--- config.mk ---
export PLATFORM = sky130hd
export DESIGN_NAME = pe_array_sequencer
export DESIGN_NICKNAME = d
export VERILOG_FILES = /design/src/rtl/pe_array_sequencer_pkg.sv /design/src/rtl/pe_array_sequencer_skew_line.sv /design/src/rtl/pe_array_sequencer.sv
export SDC_FILE = /design/constraint.sdc
export NUM_CORES = 1
export LEC_CHECK = 0
export ABC_AREA = 1
export CORE_ASPECT_RATIO = 1.1
export CORE_UTILIZATION = 40
export CTS_CLUSTER_SIZE = 20
export DETAILED_ROUTE_END_ITERATION = 10
export PLACE_DENSITY = 0.78
export SLEW_MARGIN = 10
export SYNTH_ARGS = -nofsm -noshare
export SYNTH_HDL_FRONTEND = slang
export SYNTH_SLANG_ARGS = --single-unit
--- constraint.sdc ---
create_clock -name clk -period 1.6 [get_ports clk]
set_input_delay 0.4 -clock clk [delete_from_list [all_inputs] [get_ports clk]]
set_output_delay 0.4 -clock clk [all_outputs]
set_load 0.05 [all_outputs]
--- src/rtl/pe_array_sequencer_pkg.sv ---
// Shared constants and state encoding for the
// PE array sequencer.
package pe_array_sequencer_pkg;

  localparam int DWIDTH    = 8;
  localparam int PSUM_W    = 19;
  localparam int ROWS      = 4;
  localparam int COLS      = 4;
  localparam int ARR_LAT   = 4;
  localparam int DRAIN_CYC = ARR_LAT + COLS;

  typedef enum logic [2:0] {
    S_IDLE  = 3'd0,
    S_CLEAR = 3'd1,
    S_FEED  = 3'd2,
    S_DRAIN = 3'd3,
    S_DONE  = 3'd4
  } state_t;

endpackage

--- src/rtl/pe_array_sequencer_skew_line.sv ---
// Depth-N, width-W shift register with a
// synchronous clear, used for skew and deskew.
module pe_array_sequencer_skew_line #(
  parameter int N = 1,
  parameter int W = 8
) (
  input  logic         clk,
  input  logic         reset,
  input  logic         clr,
  input  logic [W-1:0] d,
  output logic [W-1:0] q
);

  logic [W-1:0] sr [N];

  // Shift one stage per cycle; clr empties the line
  always_ff @(posedge clk or negedge reset) begin
    if (!reset) begin
      for (int i = 0; i < N; i++) sr[i] <= '0;
    end else if (clr) begin
      for (int i = 0; i < N; i++) sr[i] <= '0;
    end else begin
      sr[0] <= d;
      for (int i = 1; i < N; i++) sr[i] <= sr[i-1];
    end
  end

  assign q = sr[N-1];

endmodule

--- src/rtl/pe_array_sequencer.sv ---
// Sequences one pass of the systolic array:
// buffer reads, input skew, output deskew.
module pe_array_sequencer
  import pe_array_sequencer_pkg::*;
(
  input  logic                   clk,
  input  logic                   reset,
  input  logic                   start,
  input  logic                   abort,
  input  logic [7:0]             num_vec,
  output logic                   busy,
  output logic                   done,
  output logic                   act_rd_en,
  output logic [7:0]             act_rd_addr,
  input  logic [ROWS*DWIDTH-1:0] act_rd_data,
  output logic                   arr_clear,
  output logic [ROWS*DWIDTH-1:0] arr_in_a,
  output logic [COLS*PSUM_W-1:0] arr_in_b,
  input  logic [COLS*DWIDTH-1:0] arr_out_c,
  output logic                   res_valid,
  output logic [COLS*DWIDTH-1:0] res_data
);

  localparam logic [7:0] DRAIN_LAST =
    8'(DRAIN_CYC - 1);

  state_t                 state, nxt;
  logic [7:0]             cnt, nv;
  logic [DRAIN_CYC-1:0]   vld;
  logic [ROWS*DWIDTH-1:0] a_gated;
  logic [COLS*DWIDTH-1:0] aligned, hold;

  // State register
  always_ff @(posedge clk or negedge reset) begin
    if (!reset) state <= S_IDLE;
    else        state <= nxt;
  end

  // Next-state logic; abort overrides all
  always_comb begin
    nxt = state;
    unique case (state)
      S_IDLE:
        if (start)
          nxt = (num_vec != 8'd0) ? S_CLEAR
                                  : S_DONE;
      S_CLEAR: nxt = S_FEED;
      S_FEED:
        if (cnt == nv - 8'd1) nxt = S_DRAIN;
      S_DRAIN:
        if (cnt == DRAIN_LAST) nxt = S_DONE;
      S_DONE:  nxt = S_IDLE;
      default: nxt = S_IDLE;
    endcase
    if (abort) nxt = S_IDLE;
  end

  // Vector / drain counter and latched length
  always_ff @(posedge clk or negedge reset) begin
    if (!reset) begin
      cnt <= '0;
      nv  <= '0;
    end else if (abort) begin
      cnt <= '0;
    end else begin
      unique case (state)
        S_IDLE: begin
          cnt <= '0;
          if (start) nv <= num_vec;
        end
        S_FEED:
          cnt <= (cnt == nv - 8'd1) ? 8'd0
                                    : cnt + 8'd1;
        S_DRAIN: cnt <= cnt + 8'd1;
        default: cnt <= '0;
      endcase
    end
  end

  assign busy      = (state == S_CLEAR) ||
                     (state == S_FEED)  ||
                     (state == S_DRAIN);
  assign done      = (state == S_DONE);
  assign arr_clear = (state == S_CLEAR);
  assign act_rd_en = (state == S_FEED);
  assign act_rd_addr =
    act_rd_en ? cnt : 8'd0;
  assign arr_in_b  = '0;

  // Valid chain: bit k marks a read k+1 cycles ago
  always_ff @(posedge clk or negedge reset) begin
    if (!reset)     vld <= '0;
    else if (abort) vld <= '0;
    else
      vld <= {vld[DRAIN_CYC-2:0], act_rd_en};
  end

  assign a_gated = vld[0] ? act_rd_data : '0;

  for (genvar r = 0; r < ROWS; r++) begin : g_row
    if (r == 0) begin : g_pass
      assign arr_in_a[DWIDTH-1:0] =
        a_gated[DWIDTH-1:0];
    end else begin : g_dly
      pe_array_sequencer_skew_line #(
        .N (r),
        .W (DWIDTH)
      ) u_skew (
        .clk   (clk),
        .reset (reset),
        .clr   (abort),
        .d     (a_gated[r*DWIDTH +: DWIDTH]),
        .q     (arr_in_a[r*DWIDTH +: DWIDTH])
      );
    end
  end

  for (genvar c = 0; c < COLS; c++) begin : g_col
    if (c == COLS - 1) begin : g_pass
      assign aligned[c*DWIDTH +: DWIDTH] =
        arr_out_c[c*DWIDTH +: DWIDTH];
    end else begin : g_dly
      pe_array_sequencer_skew_line #(
        .N (COLS - 1 - c),
        .W (DWIDTH)
      ) u_deskew (
        .clk   (clk),
        .reset (reset),
        .clr   (abort),
        .d     (arr_out_c[c*DWIDTH +: DWIDTH]),
        .q     (aligned[c*DWIDTH +: DWIDTH])
      );
    end
  end

  assign res_valid = vld[DRAIN_CYC-1];

  // Keep the last result visible between pulses
  always_ff @(posedge clk or negedge reset) begin
    if (!reset)         hold <= '0;
    else if (res_valid) hold <= aligned;
  end

  assign res_data = res_valid ? aligned : hold;

endmodule

==> flow_summary.ini <==
[min_path]
min_path_type = in -> reg
hold_depth = 2
min_to = vld[0]
min_from = abort

[logic_synthesis]
seq_area_frac_synth_pct = 58.1
synth-main-ff-cell = dfrtp_1
synth_cells = 691
ys_warn_count = 0
synth_top_area_share_pct = 58.1
synth_edf_count = 0
synth_top_area_cell = dfrtp_1
synth_common_cells = dfrtp_1, nor2_1, inv_1
avgSynthCellArea_sq_um = 9.66
yosys_register_bits = 155
yosysMostFrequentCell = dfrtp_1
ys_types = 31
async_flop_share_pct = 100
synth.area.top_cells = dfrtp_1, buf_4, nor2_1
syn_area_sq_um = 6680

[power]
p_per_area_nw_per_um2 = 1270
leakagePower_nw = 4.96
ir_worst_vdd_uv = 1020
power_mw = 12.8

[timing]
finalHoldViolCount = 0
finalWorstSetupSlack_ps = -358
rsz0062_at_grt = true
final_period_minus_worst_setup_slack_ps = 1960
final_max_slew_viol_count = 0
setup_viol = 53
clock.fmax_ghz = 0.511
clock_skew_ps = 6.50
min_period_over_period_pct = 122

[finish]
finalCoreUtilization_pct = 62.2
drive_gt1_share_pct = 28.3
nets = 936
antennaDiodeCount = 0
areaGrowthSynthToFinish_pct = 51.9

[worst_setup_path]
slowest_delay_ps = 440
r2r_start = nv[0]
cp-start-kind = flop
crit_chain = buf_12 > mux2_4 > buf_12
r2r-end = cnt[5]
r2r_setup_slack_ps = 10
path_max_fanout = 17
cp_slowest_cell = dfrtp_2
critPathCaptureType = output port
critPathMostFrequentCell = buf_12
critical_path_class = reg -> out
reg2reg_depth = 12
crit_family = flip-flops
worstPathRequired_ps = 1200
crit_arrival_ps = 1560
crit_buf_inv = 2

[global_route]
grt_pass1_wl_um = 22200
grt_pass1_vias = 4406
grt_use_total_pct = 16.9
grt_overflow = 0
antenna_found_initial = 0
grt_max_degree = 103

[cts]
cts_sinks = 155
cts_buffers = 17
root_buffer = clkbuf_16
cts.path.max_buffers = 2
cts_tree = built
htreeDepth = 4
clk_latency_ps = 410
clk_pin_slew_ps = 60

[detailed_routing]
ant_nets = 0
drt_iter0_drc = 207
routed_via_density = 4.22
vias = 4534
routed_wl_um = 14000
drcViolationCount = 20
dr.pass1.iters = 9
wl_per_cell_um = 13.1

[status]
violations = design-rule violations, negative setup slack
status = finished, violations left

[floorplan]
die_w_um = 125
pin_count = 229
die_h_um = 138
design.die.area_sq_um = 17200
fp-row-count = 49
core_area_sq_um = 16300
start_util_pct = 40.9

[placement]
dp_hpwl_um = 9740
io_buffers = 152
gp_congestion = 0.812

[flow_run]
drv_cap = 0
power breakdown:
| part | switching [mW] | leakage, nW | internal, mW |
|---|---|---|---|
| Combinational | 2.40 | 2.59 | 1.71 |
| Clock | 1.62 | 0.300 | 2.63 |
| Sequential | 0.246 | 2.07 | 4.23 |
| Total | 4.26 | 4.96 | 8.58 |
layout by cell type (no fill, tap or decap), drive strengths merged:
cell type	synthesis	layout
dlygate4sd3	0	1
inv	118	122
nor2	142	142
nand2	74	74
ha	2	2
or2	1	1
nand4	3	3
o21ai	11	11
xnor2	4	4
nor3	12	12
bufbuf	0	1
conb	1	76
buf	102	111
nand3	10	10
clkdlybuf4s50	0	73
xor2	7	7
a31oi	1	1
dfrtp	155	155
clkbuf	12	19
clkinvlp	0	1
nand3b	1	1
clkinv	1	5
a21oi	2	2
mux2	32	32
bufinv	0	4
cells by family (layout without fill, tap and decap cells):
group                    Yosys count  count (layout)  synth area share, %
AND/OR/NAND/NOR                  243             243                 15.2
buffers and inverters            233             337                 18.4
flip-flops                       155             155                 58.1
multiplexers                      32              32                 5.40
AO/OA/AOI/OAI                     14              14                 1.07
XOR/XNOR                          11              11                 1.44
adder cells (fa/ha/maj)            2               2                0.375
other                              1              76               0.0562
flip-flops by register name, indices dropped and copies added (netlist names):
register,count
g_row.g_dly.u_skew.q,24
vld,8
state,3
hold,32
g_col.g_dly.u_deskew.sr,24
nv,8
cnt,8
g_col.g_dly.u_deskew.q,24
g_row.g_dly.u_skew.sr,24
area by class of cell:
type	count	area, sq um
clock inverter	12	188
inverter	119	472
timing repair inverter	1	16.3
timing repair buffer	186	2680
fill	1271	6160
sequential	155	3880
tap	204	255
multi-input combinational	378	2220
clock buffer	19	433
timing repair:
action                     4_1_cts  5_1_grt
hold buffers                     1        0
setup buffers                   11        3
gates cloned                     2        0
setup endpoints to repair       64       72
hold endpoints to repair        27        0
resized for setup               44       36
pin swaps                        4       11
per-layer routing:
| metal | GRT usage [%] | vias up | share of wire (%) |
|---|---|---|---|
| met5 | 0 | - | 0 |
| met4 | 5.22 | 0 | 1.1 |
| met3 | 4.89 | 14 | 4.3 |
| met2 | 30.2 | 107 | 55 |
| met1 | 19.7 | 2210 | 39 |
| li1 | - | 2203 | - |
per-stage QoR:
| stage | setup WS (ps) | cell area (sq um) | instances | setup TNS, ps | hold WS, ps |
|---|---|---|---|---|---|
| detailed placement | -178 | 9130 | 1026 | -684 | 301 |
| global placement | -125 | 9130 | 1026 | -373 | 299 |
| global route | -435 | 10100 | 1074 | -19620 | 232 |
| finish | -358 | 10100 | 1074 | -14490 | 249 |
| floorplan | -446 | 7190 | 766 | -5940 | 104 |
| CTS | -380 | 10000 | 1071 | -15590 | 218 |
worst max-delay path by stage:
stage               startpoint              to  cells after the start
global placement    num_vec[3]        state[2]                      7
floorplan             state[2]        state[1]                      3
global route          state[1]  act_rd_addr[0]                      6
CTS                     vld[7]     res_data[1]                      3
finish                  vld[7]     res_data[1]                      3
detailed placement  num_vec[6]        state[2]                      7
(Power assumes the default switching activity.)
